`src/rtl/write_port_scheduler_pkg.sv`:
```
// Shared types and helpers for the SRAM write-port grant scheduler.
package write_port_scheduler_pkg;

    localparam int unsigned NUM_PORTS_DEF = 16;
    localparam int unsigned WEIGHT_W_DEF  = 4;

    typedef enum logic [0:0] {
        ST_IDLE = 1'b0,
        ST_BUSY = 1'b1
    } sched_state_e;

    typedef enum logic [0:0] {
        MODE_SP  = 1'b0,
        MODE_WRR = 1'b1
    } sched_mode_e;

    function automatic int unsigned clog2(input int unsigned n);
        int unsigned r;
        r = 0;
        while ((32'd1 << r) < n) begin
            r = r + 1;
        end
        return r;
    endfunction

    // A zero weight still earns one packet per visit.
    function automatic int unsigned eff_w(input int unsigned w);
        return (w == 0) ? 32'd1 : w;
    endfunction

endpackage

```
`src/rtl/write_port_scheduler_if.sv`:
```
// Request/grant bundle between the ingress ports and the write-port scheduler.
interface write_port_scheduler_if
    import write_port_scheduler_pkg::*;
#(
    parameter int unsigned NUM_PORTS = NUM_PORTS_DEF,
    parameter int unsigned WEIGHT_W  = WEIGHT_W_DEF,
    parameter int unsigned IDX_W     = clog2(NUM_PORTS)
);

    logic                          sp0_wrr1;
    logic [NUM_PORTS-1:0]          req;
    logic [NUM_PORTS*WEIGHT_W-1:0] weight_p;
    logic                          pkt_done;
    logic [NUM_PORTS-1:0]          grant;
    logic [IDX_W-1:0]              grant_idx;
    logic                          grant_valid;

    modport master (
        output sp0_wrr1,
        output req,
        output weight_p,
        output pkt_done,
        input  grant,
        input  grant_idx,
        input  grant_valid
    );

    modport slave (
        input  sp0_wrr1,
        input  req,
        input  weight_p,
        input  pkt_done,
        output grant,
        output grant_idx,
        output grant_valid
    );

endinterface

```
`src/rtl/write_port_scheduler_rr_pick.sv`:
```
// Combinational first-one finder starting at a rotating base index, wrapping modulo N.
module write_port_scheduler_rr_pick
    import write_port_scheduler_pkg::*;
#(
    parameter int unsigned N  = NUM_PORTS_DEF,
    parameter int unsigned IW = clog2(N)
) (
    input  logic [N-1:0]  i_req,
    input  logic [IW-1:0] i_base,
    output logic [N-1:0]  o_onehot,
    output logic [IW-1:0] o_idx,
    output logic          o_any
);

    always_comb begin
        int unsigned pos;
        o_onehot = '0;
        o_idx    = '0;
        o_any    = 1'b0;
        pos      = 0;
        for (int unsigned i = 0; i < N; i++) begin
            pos = (32'(i_base) + i) % N;
            if (!o_any && i_req[pos]) begin
                o_any         = 1'b1;
                o_idx         = IW'(pos);
                o_onehot[pos] = 1'b1;
            end
        end
    end

endmodule

```
`src/rtl/write_port_scheduler.sv`:
```
// Packet-granular SP/WRR grant scheduler for the shared SRAM write path.
module write_port_scheduler
    import write_port_scheduler_pkg::*;
#(
    parameter int unsigned NUM_PORTS = NUM_PORTS_DEF,
    parameter int unsigned WEIGHT_W  = WEIGHT_W_DEF,
    parameter int unsigned IDX_W     = clog2(NUM_PORTS)
) (
    input  logic                   clk,
    input  logic                   rst_n,
    write_port_scheduler_if.slave  sched_if
);

    localparam int unsigned CNT_W = WEIGHT_W + 1;

    sched_state_e         r_state, w_state_d;
    sched_mode_e          r_mode, w_mode_d;
    logic [IDX_W-1:0]     r_ptr, w_ptr_d;
    logic [CNT_W-1:0]     r_cnt, w_cnt_d;
    logic [NUM_PORTS-1:0] r_grant, w_grant_d;
    logic [IDX_W-1:0]     r_idx, w_idx_d;
    logic                 r_valid, w_valid_d;

    logic [IDX_W-1:0]     w_ptr_inc;
    logic [IDX_W-1:0]     w_base;
    logic [WEIGHT_W-1:0]  w_ptr_weight;
    logic                 w_keep;
    logic [NUM_PORTS-1:0] w_pick_oh;
    logic [IDX_W-1:0]     w_pick_idx;
    logic                 w_pick_any;
    logic [NUM_PORTS-1:0] w_ptr_oh;

    assign w_ptr_inc    = (r_ptr == IDX_W'(NUM_PORTS - 1)) ? '0 : r_ptr + IDX_W'(1);
    assign w_base       = sched_if.sp0_wrr1 ? w_ptr_inc : '0;
    assign w_ptr_weight = sched_if.weight_p[32'(r_ptr) * WEIGHT_W +: WEIGHT_W];
    assign w_ptr_oh     = {{(NUM_PORTS - 1){1'b0}}, 1'b1} << r_ptr;
    // Current port keeps the slot while it still requests and has budget left.
    assign w_keep       = sched_if.req[r_ptr] && (32'(r_cnt) < eff_w(32'(w_ptr_weight)));

    write_port_scheduler_rr_pick #(
        .N  (NUM_PORTS),
        .IW (IDX_W)
    ) u_rr_pick (
        .i_req    (sched_if.req),
        .i_base   (w_base),
        .o_onehot (w_pick_oh),
        .o_idx    (w_pick_idx),
        .o_any    (w_pick_any)
    );

    always_ff @(posedge clk or negedge rst_n) begin
        if (!rst_n) begin
            r_state <= ST_IDLE;
        end else begin
            r_state <= w_state_d;
        end
    end

    always_comb begin
        w_state_d = r_state;
        case (r_state)
            ST_IDLE: if (w_pick_any)        w_state_d = ST_BUSY;
            ST_BUSY: if (sched_if.pkt_done) w_state_d = ST_IDLE;
            default:                        w_state_d = ST_IDLE;
        endcase
    end

    always_comb begin
        w_mode_d  = r_mode;
        w_ptr_d   = r_ptr;
        w_cnt_d   = r_cnt;
        w_grant_d = r_grant;
        w_idx_d   = r_idx;
        w_valid_d = r_valid;
        if (r_state == ST_IDLE) begin
            if (w_pick_any) begin
                w_valid_d = 1'b1;
                w_mode_d  = sched_if.sp0_wrr1 ? MODE_WRR : MODE_SP;
                if (sched_if.sp0_wrr1 && w_keep) begin
                    w_grant_d = w_ptr_oh;
                    w_idx_d   = r_ptr;
                end else begin
                    w_grant_d = w_pick_oh;
                    w_idx_d   = w_pick_idx;
                    if (sched_if.sp0_wrr1) begin
                        w_ptr_d = w_pick_idx;
                        w_cnt_d = '0;
                    end
                end
            end
        end else if (sched_if.pkt_done) begin
            w_grant_d = '0;
            w_idx_d   = '0;
            w_valid_d = 1'b0;
            if (r_mode == MODE_WRR) begin
                w_cnt_d = r_cnt + CNT_W'(1);
            end
        end
    end

    always_ff @(posedge clk or negedge rst_n) begin
        if (!rst_n) begin
            r_mode  <= MODE_SP;
            r_ptr   <= '0;
            r_cnt   <= '0;
            r_grant <= '0;
            r_idx   <= '0;
            r_valid <= 1'b0;
        end else begin
            r_mode  <= w_mode_d;
            r_ptr   <= w_ptr_d;
            r_cnt   <= w_cnt_d;
            r_grant <= w_grant_d;
            r_idx   <= w_idx_d;
            r_valid <= w_valid_d;
        end
    end

    assign sched_if.grant       = r_grant;
    assign sched_if.grant_idx   = r_idx;
    assign sched_if.grant_valid = r_valid;

endmodule

```
`src/flat_wrapper.sv`:
```
// flat-port wrapper written by rule: the top's interface ports become plain ports
module write_port_scheduler_flat import write_port_scheduler_pkg::*;
#(
    parameter int unsigned NUM_PORTS = NUM_PORTS_DEF,
    parameter int unsigned WEIGHT_W  = WEIGHT_W_DEF,
    parameter int unsigned IDX_W     = clog2(NUM_PORTS)
)
  (clk, rst_n, sched_if_sp0_wrr1, sched_if_req, sched_if_weight_p, sched_if_pkt_done, sched_if_grant, sched_if_grant_idx, sched_if_grant_valid);
  write_port_scheduler_if #(.NUM_PORTS(NUM_PORTS), .WEIGHT_W(WEIGHT_W), .IDX_W(IDX_W)) sched_if_i ();
  input  logic clk;
  input  logic rst_n;
  input wire logic [$bits(sched_if_i.sp0_wrr1)-1:0] sched_if_sp0_wrr1;
  input wire logic [$bits(sched_if_i.req)-1:0] sched_if_req;
  input wire logic [$bits(sched_if_i.weight_p)-1:0] sched_if_weight_p;
  input wire logic [$bits(sched_if_i.pkt_done)-1:0] sched_if_pkt_done;
  output wire logic [$bits(sched_if_i.grant)-1:0] sched_if_grant;
  output wire logic [$bits(sched_if_i.grant_idx)-1:0] sched_if_grant_idx;
  output wire logic [$bits(sched_if_i.grant_valid)-1:0] sched_if_grant_valid;
  assign sched_if_i.sp0_wrr1 = sched_if_sp0_wrr1;
  assign sched_if_i.req = sched_if_req;
  assign sched_if_i.weight_p = sched_if_weight_p;
  assign sched_if_i.pkt_done = sched_if_pkt_done;
  assign sched_if_grant = sched_if_i.grant;
  assign sched_if_grant_idx = sched_if_i.grant_idx;
  assign sched_if_grant_valid = sched_if_i.grant_valid;
  write_port_scheduler #(.NUM_PORTS(NUM_PORTS), .WEIGHT_W(WEIGHT_W), .IDX_W(IDX_W)) u_core (.clk(clk), .rst_n(rst_n), .sched_if(sched_if_i));
endmodule
```
`config.mk`:
```
export PLATFORM = sky130hd
export DESIGN_NAME = write_port_scheduler_flat
export DESIGN_NICKNAME = d
export VERILOG_FILES = /design/src/rtl/write_port_scheduler_pkg.sv /design/src/rtl/write_port_scheduler_if.sv /design/src/rtl/write_port_scheduler_rr_pick.sv /design/src/rtl/write_port_scheduler.sv /design/src/flat_wrapper.sv
export SDC_FILE = /design/constraint.sdc
export NUM_CORES = 1
export LEC_CHECK = 0
export CORE_ASPECT_RATIO = 1.4
export CORE_MARGIN = 3
export CORE_UTILIZATION = 25
export CTS_BUF_LIST = sky130_fd_sc_hd__clkbuf_4
export DETAILED_ROUTE_END_ITERATION = 8
export GPL_ROUTABILITY_DRIVEN = 0
export PLACE_DENSITY_LB_ADDON = 0.2
export SYNTH_ARGS = -nofsm -noshare
export SYNTH_HDL_FRONTEND = slang
export SYNTH_SLANG_ARGS = --single-unit
```
`constraint.sdc`:
```
create_clock -name clk -period 5.7 [get_ports clk]
set_clock_uncertainty 0.1 [all_clocks]
set_input_delay 1.14 -clock clk [delete_from_list [all_inputs] [get_ports clk]]
set_output_delay 1.14 -clock clk [all_outputs]
set_load 0.02 [all_outputs]
```
==> metrics.md, run 1 <==
| Metric | Value |
|---|---|
| Number of antenna-violating nets in the routed design | `0` |
| Critical path endpoint category | `flip-flop` |
| Post-synth top area cell | `dfrtp_1` |
| R2r startpoint | `u_core.r_ptr[1]` |
| Vias in the first global route | `8876` |
| Die width | `149 um` |
| Clk_lat worst skew | `0.33 ns` |
| Most common cell in the netlist | `nand2_1` |
| Post-Place Cell Area | `0.00974 mm2` |
| CP Launch Type | `input port` |
| List of most frequent post-synthesis cells | `nand2_1, nor2_1, a21oi_1` |
| Worst hold start | `u_core.sched_if.grant[0]` |
| Io pins | `105` |
| Avg WL per Cell | `23.6 um` |
| Period utilisation layout | `96.3%` |
| Mapped cell area | `0.00711 mm2` |
| Max cap viols | `0` |
| Maximum root-to-sink buffer count | `2` |
| Synth Instances | `918` |
| Critical path's most frequent cell | `buf_4` |
| Crit path DAT | `5.65 ns` |
| Sequential share of power | `5.0%` |
| Die ar. | `0.0305 mm2` |
| Worst reg2reg endpoint | `u_core.sched_if.grant[5]` |
| Cell count of the worst reg-to-reg path | `19` |
| Global route overflow | `0` |
| Synthesized net count | `1025` |
| Clock network fraction of design power | `2.2%` |
| Sw Pwr | `4.32 mW` |
| Placement Setup Slack | `-0.236 ns` |
| TritonCTS clock tree | `built` |
| Hold path cells | `2` |
| Pin count of the biggest net entering global routing | `33` |
| Layout Utilization | `35.4%` |
| Cell variety after synth | `101` |
| Root Driver | `clkbuf_4` |
| Hold Vio Cnt, Final | `0` |
| Final setup TNS | `0 ns` |
| DR vias | `9002` |
| Max-slew violation count | `0` |
| GR Util All Layers | `22.6%` |
| Layout cells sized above 1 | `25.9%` |
| CP top delay family | `buffers and inverters` |
| Combinational power share | `92.8%` |
| Crit path max-delay cell type | `a211oi_1` |
| CP max stage delay | `0.66 ns` |
| Post-synth EDFFs | `0` |
| Critical Path RT | `5.85 ns` |
| Port Buffers | `104` |
| Min Hold Slack | `0.384 ns` |
| Dpl hpwl | `29300 um` |
| Hold/Removal Path Class | `reg2reg` |
| Post-route setup slack | `0.208 ns` |
| CP Buf/Inv Count | `7` |
| Asr flop ratio synth | `100%` |
| Hold buffer count at cts | `0` |
| Status | `finished, final reports clean` |
| Lkg Pwr | `4.03 nW` |
| Max_slew headroom | `34.1%` |
| Cts bufs inserted | `5` |
| Final Setup Violations | `0` |
| DRC marker count from the first detailed-route iteration | `1127` |
| Site Rows | `72` |
| Initial antenna violation count | `0` |
| Clk sink count | `32` |
| Int Power | `3.36 mW` |
| Worst VDD drop | `0.364 mV` |
| Fmax | `0.182 GHz` |
| Placed Instances | `1510` |
| CORE AREA | `0.0278 mm2` |
| Crit Path Category | `in2reg` |
| Main flop type after synthesis | `dfrtp_1` |
| Crit-path cells | `clkdlybuf4s50_1, buf_4, nand2b_1, nor2_8, buf_4, ha_1, buf_4, a211oi_1, mux2i_1, buf_4, nand2_1, buf_4, or3b_2, nor3_1, o22ai_1, a21oi_1, a2111oi_1, buf_4, o31ai_1` |
| Routed WL | `35900 um` |
| FF+latch count, synth | `32` |
| CTS clk-pin slew, worst paths | `0.12 ns` |
| Layout area overhead | `38.4%` |
| Final nets | `1254` |
| First-pass GRT wire length | `53800 um` |
| Antenna Cells | `0` |
| Via/cell ratio | `5.93` |
| Non-filler cells, final | `1518` |
| DRT Pass-1 Iters | `8` |
| Sequential area share after synthesis | `11.3%` |
| R2R Setup Slk | `0.43 ns` |
| Syn. warnings | `0` |
| Design area | `0.00984 mm2` |
| Hold EP | `u_core.sched_if.grant[0]` |
| Critical path peak fanout | `17` |
| Top cell type's share of synthesized area | `11.3%` |
| Min Tclk post-route | `5.49 ns` |
| DRC Markers | `0` |
| H-tree levels | `2` |
| Synth Area per Inst | `7.75 um2` |
| Pwr dens | `780 mW/mm2` |
| Slew @ Worst Pin | `0.981 ns` |
| RSZ-0062 raised after global routing | `no` |
| Top post-synthesis cells by area | `dfrtp_1, mux4_2, nand2_1, mux2i_1, ha_1` |
| Die H | `206 um` |
| Sw frac | `56.3%` |
| Design Power | `7.68 mW` |
| Starting Density | `25.5%` |
per-layer routing:
layer  track usage [%]  routed length [um]  vias to the layer above  part of all wire, %
met5                 0                   0                        -                    0
met4              14.4                2820                        0                  7.9
met3              1.92                2290                      149                  6.4
met2              38.5               17400                      516                   48
met1              27.4               13400                     4264                   37
li1                  -                   -                     4073                    -
worst min-delay path, stage by stage, from the launching register on:
cell	delay (ns)
dfrtp_1	0.36
nand2_1	0.05
nand2_1	0.05
power by group through the flow:
stage | registers (mW) | logic [mW] | clock network [mW]
floorplan | 0.410 | 3.83 | 0
global placement | 0.386 | 6.95 | 0
detailed placement | 0.386 | 6.93 | 0
CTS | 0.382 | 6.95 | 0.177
global route | 0.393 | 7.51 | 0.186
finish | 0.383 | 7.12 | 0.172
layout by cell type, fill, tap and decap left out, types with 5 or more instances in the layout:
| cell type | synthesis | final |
|---|---|---|
| a2111oi_0 | 11 | 9 |
| a211oi_1 | 25 | 25 |
| a21o_1 | 9 | 9 |
| a21oi_1 | 55 | 54 |
| a22o_1 | 10 | 10 |
| a22oi_1 | 12 | 12 |
| a311oi_1 | 10 | 10 |
| a31oi_1 | 13 | 13 |
| a32oi_1 | 9 | 9 |
| and2_1 | 10 | 10 |
| and3_1 | 21 | 21 |
| buf_4 | 3 | 196 |
| clkbuf_4 | 0 | 5 |
| clkdlybuf4s50_1 | 0 | 104 |
| dfrtp_1 | 32 | 31 |
| ha_1 | 23 | 22 |
| inv_1 | 25 | 25 |
| mux2_2 | 8 | 8 |
| mux2i_1 | 31 | 31 |
| mux4_2 | 34 | 34 |
| nand2_1 | 97 | 97 |
| nand2b_1 | 17 | 17 |
| nand3_1 | 33 | 33 |
| nand4_1 | 11 | 11 |
| nand4b_1 | 6 | 6 |
| nor2_1 | 66 | 64 |
| nor2b_1 | 9 | 9 |
| nor3_1 | 28 | 28 |
| nor4_1 | 22 | 20 |
| o211a_1 | 8 | 8 |
| o211ai_1 | 13 | 13 |
| o21ai_0 | 30 | 30 |
| o22ai_1 | 10 | 10 |
| o31ai_1 | 11 | 11 |
| o41ai_1 | 5 | 5 |
| or2_2 | 7 | 7 |
| or3_1 | 14 | 14 |
| or4_1 | 6 | 6 |
state kept, by name, summed over array words and instances (netlist names):
signal	cells
u_core.r_ptr	4
u_core.sched_if.grant_valid	1
u_core.r_mode	1
u_core.r_state	1
u_core.sched_if.grant_idx	4
u_core.r_cnt	5
u_core.sched_if.grant	16
what timing repair did:
action                                  in CTS  in global routing
resized for setup                            0                  8
setup buffers                                0                  0
endpoints found under the setup margin       0                  6
cells by family after synthesis:
family / Yosys count / share of synthesized area, %
AND/OR/NAND/NOR: 376 / 28.8
flip-flops: 32 / 11.3
buffers and inverters: 110 / 7.34
multiplexers: 73 / 16.4
AO/OA/AOI/OAI: 298 / 31.4
XOR/XNOR: 6 / 0.739
adder cells (fa/ha/maj): 23 / 4.05
worst max-delay path by stage:
stage / from / to / slack [ns] / cells past startpoint
after floorplan: u_core.r_ptr[0] / u_core.r_ptr[3] / 0.07 / 22
after global placement: sched_if_sp0_wrr1 / u_core.sched_if.grant[5] / -0.18 / 18
after detailed placement: sched_if_sp0_wrr1 / u_core.sched_if.grant[5] / -0.24 / 18
after CTS: sched_if_sp0_wrr1 / u_core.sched_if.grant[5] / 0.13 / 18
after global routing: sched_if_sp0_wrr1 / u_core.sched_if.grant_idx[2] / 0.07 / 18
final: sched_if_sp0_wrr1 / u_core.sched_if.grant[5] / 0.21 / 19
cell type report:
cell class | count | area [um2]
clock buffers | 5 | 37.5
clock inverters | 3 | 37.5
fillers | 2915 | 18000
inverters | 29 | 111
multi-input cells | 776 | 5820
flip-flops and latches | 32 | 802
well taps | 370 | 463
repair buffers | 303 | 2570
Power figures use the tool's default switching activity.
==> run 2, diff against run 1 <==
- CORE_UTILIZATION: 25 -> 50
==> run 2 against run 1 <==
Against the previous run:
- the run now ends with DRC left
- cell count down 14%
- power decreased by 5.5%
- largest cell class unchanged
- maximum frequency shrank 1.3%
- non-clock buffer count is 31 lower
- count of clock-buffer cells in the layout did not move
- sequential cell count is the same
- combinational power shrank 4.9%
- critical endpoint is now u_core.sched_if.grant_idx[3]
- worst setup slack got worse by 0.070 ns
==> metrics.md, run 2 (synthesis gave the netlist of run 1 again) <==
| Metric | Value |
|---|---|
| Status | `complete, but fails checks` |
| Failing checks | `DRC` |
| CTS clk-pin slew, worst paths | `0.10 ns` |
| Min Tclk post-route | `5.56 ns` |
| Io pins | `105` |
| Die H | `147 um` |
| Layout cells sized above 1 | `23.7%` |
| Max-slew violation count | `0` |
| DR vias | `9252` |
| Sequential share of power | `5.0%` |
| Hold Vio Cnt, Final | `0` |
| Final nets | `1223` |
| Commonest cells after routing, fill and taps aside | `buf_4, clkdlybuf4s50_1, nand2_1` |
| Slew @ Worst Pin | `0.923 ns` |
| Port Buffers | `104` |
| Cts bufs inserted | `5` |
| Pin count of the biggest net entering global routing | `33` |
| Max cap viols | `0` |
| Clk sink count | `32` |
| Avg WL per Cell | `24.4 um` |
| Number of antenna-violating nets in the routed design | `0` |
| Min Hold Slack | `0.380 ns` |
| CORE AREA | `0.0136 mm2` |
| Dpl hpwl | `24400 um` |
| Initial antenna violation count | `1` |
| Global route overflow | `0` |
| Routed WL | `31700 um` |
| Fmax | `0.180 GHz` |
| Final setup TNS | `0 ns` |
| DRC marker count from the first detailed-route iteration | `1101` |
| Worst VDD drop | `0.447 mV` |
| First-pass GRT wire length | `49400 um` |
| Critical path endpoint category | `flip-flop` |
| Crit Path Category | `in2reg` |
| Leading cell type in the layout, fill and taps excluded | `buf_4` |
| Design Power | `7.25 mW` |
| Starting Density | `52.1%` |
| Crit path max-delay cell type | `or4_1` |
| Max reg flops | `16` |
| Sw Pwr | `4.16 mW` |
| TritonCTS clock tree | `built` |
| Max_slew headroom | `38.0%` |
| Site Rows | `50` |
| CP max stage delay | `0.54 ns` |
| Layout Utilization | `68.5%` |
| Clk_lat worst skew | `0.34 ns` |
| Vias in the first global route | `9000` |
| Sw frac | `57.4%` |
| RSZ-0062 raised after global routing | `no` |
| Hold buffer count at cts | `0` |
| Pwr dens | `776 mW/mm2` |
| H-tree levels | `2` |
| Non-filler cells, final | `1299` |
| Combinational power share | `93.3%` |
| Root Driver | `clkbuf_4` |
| DRT Pass-1 Iters | `9` |
| Antenna Cells | `0` |
| Critical Path RT | `5.84 ns` |
| DRC Markers | `23` |
| Lkg Pwr | `3.86 nW` |
| GR Util All Layers | `39.8%` |
| Period utilisation layout | `97.6%` |
| Critical path's most frequent cell | `buf_4` |
| Critical path peak fanout | `15` |
| Hold/Removal Path Class | `reg2reg` |
| Maximum root-to-sink buffer count | `2` |
| Crit path DAT | `5.71 ns` |
| Crit-path cells | `clkdlybuf4s50_1, nor2b_4, nand2_4, ha_1, buf_4, nand2_1, a22oi_1, or2_2, mux4_2, or4_1, buf_4, buf_4, nor3_4, buf_4, nor4_1, a21oi_1, nor2_1, o221ai_1` |
| CP Launch Type | `input port` |
| Layout area overhead | `31.4%` |
| Die width | `107 um` |
| Via/cell ratio | `7.12` |
| Die ar. | `0.0157 mm2` |
| Final Setup Violations | `0` |
| Int Power | `3.09 mW` |
| Placed Instances | `1291` |
| Clock network fraction of design power | `1.7%` |
[run 2: cell types whose count changed in the layout (fill, tap and decap cells not counted), sizes merged]
| cell | previous run | this run |
|---|---|---|
| clkinv | 4 | 5 |
| buf | 199 | 168 |
| bufinv | 1 | 0 |
[run 2: critical path, delay by kind of cell]
kind                     cells  cell delay, ns
AND/OR/NAND/NOR              8            1.62
buffers and inverters        5            1.31
multiplexers                 1            0.48
adder cells (fa/ha/maj)      1            0.40
AO/OA/AOI/OAI                3            0.74
[run 2: worst paths after layout]
kind                                     startpoint                      endpoint  slack (ns)  depth (start not counted)
min reg2reg                u_core.sched_if.grant[0]      u_core.sched_if.grant[0]        0.38                          2
max                               sched_if_sp0_wrr1  u_core.sched_if.grant_idx[3]        0.14                         18
min in group asynchronous                     rst_n               u_core.r_cnt[0]        1.07                          2
max reg2reg                         u_core.r_ptr[1]  u_core.sched_if.grant_idx[3]        0.39                         18
max in group asynchronous                     rst_n     u_core.sched_if.grant[14]        4.11                          2
min                        u_core.sched_if.grant[0]      u_core.sched_if.grant[0]        0.38                          2
[run 2: routing by layer]
layer,GRT usage (%),wire length [um],up-vias,share of wire [%]
met3,9.05,3400,238,11
met5,0,0,-,0
met1,46.6,10900,4249,35
met2,62.7,14300,761,45
li1,-,-,4004,-
met4,30.0,3060,0,9.7
[run 2: through the flow]
| step | instance area [um2] | worst slack, ns |
|---|---|---|
| after floorplan | 7110 | 0.0731 |
| after global placement | 9260 | -0.00333 |
| after detailed placement | 9260 | -0.0823 |
| after CTS | 9310 | 0.264 |
| after global routing | 9340 | 0.0307 |
| final | 9340 | 0.139 |
[run 2: power groups by stage]
| stage | clock (mW) | combinational (mW) | sequential, mW |
|---|---|---|---|
| CTS | 0.129 | 6.39 | 0.359 |
| global placement | 0 | 6.31 | 0.361 |
| finish | 0.126 | 6.77 | 0.359 |
| detailed placement | 0 | 6.37 | 0.363 |
| global route | 0.137 | 7.09 | 0.368 |
| floorplan | 0 | 3.83 | 0.410 |
[run 2: repair_timing]
item | CTS | global route
setup endpoints to repair | 0 | 8
buffers inserted | 0 | 0
resized for setup | 0 | 7
endpoints found under the hold margin | 0 | 0
[run 2: final cells by class]
type | count | area, um2
clock inverter | 3 | 13.8
tap | 182 | 228
sequential | 32 | 801
timing repair buffer | 272 | 2330
clock buffer | 5 | 37.5
fill | 1223 | 4300
multi-input combinational | 776 | 5820
inverter | 29 | 111
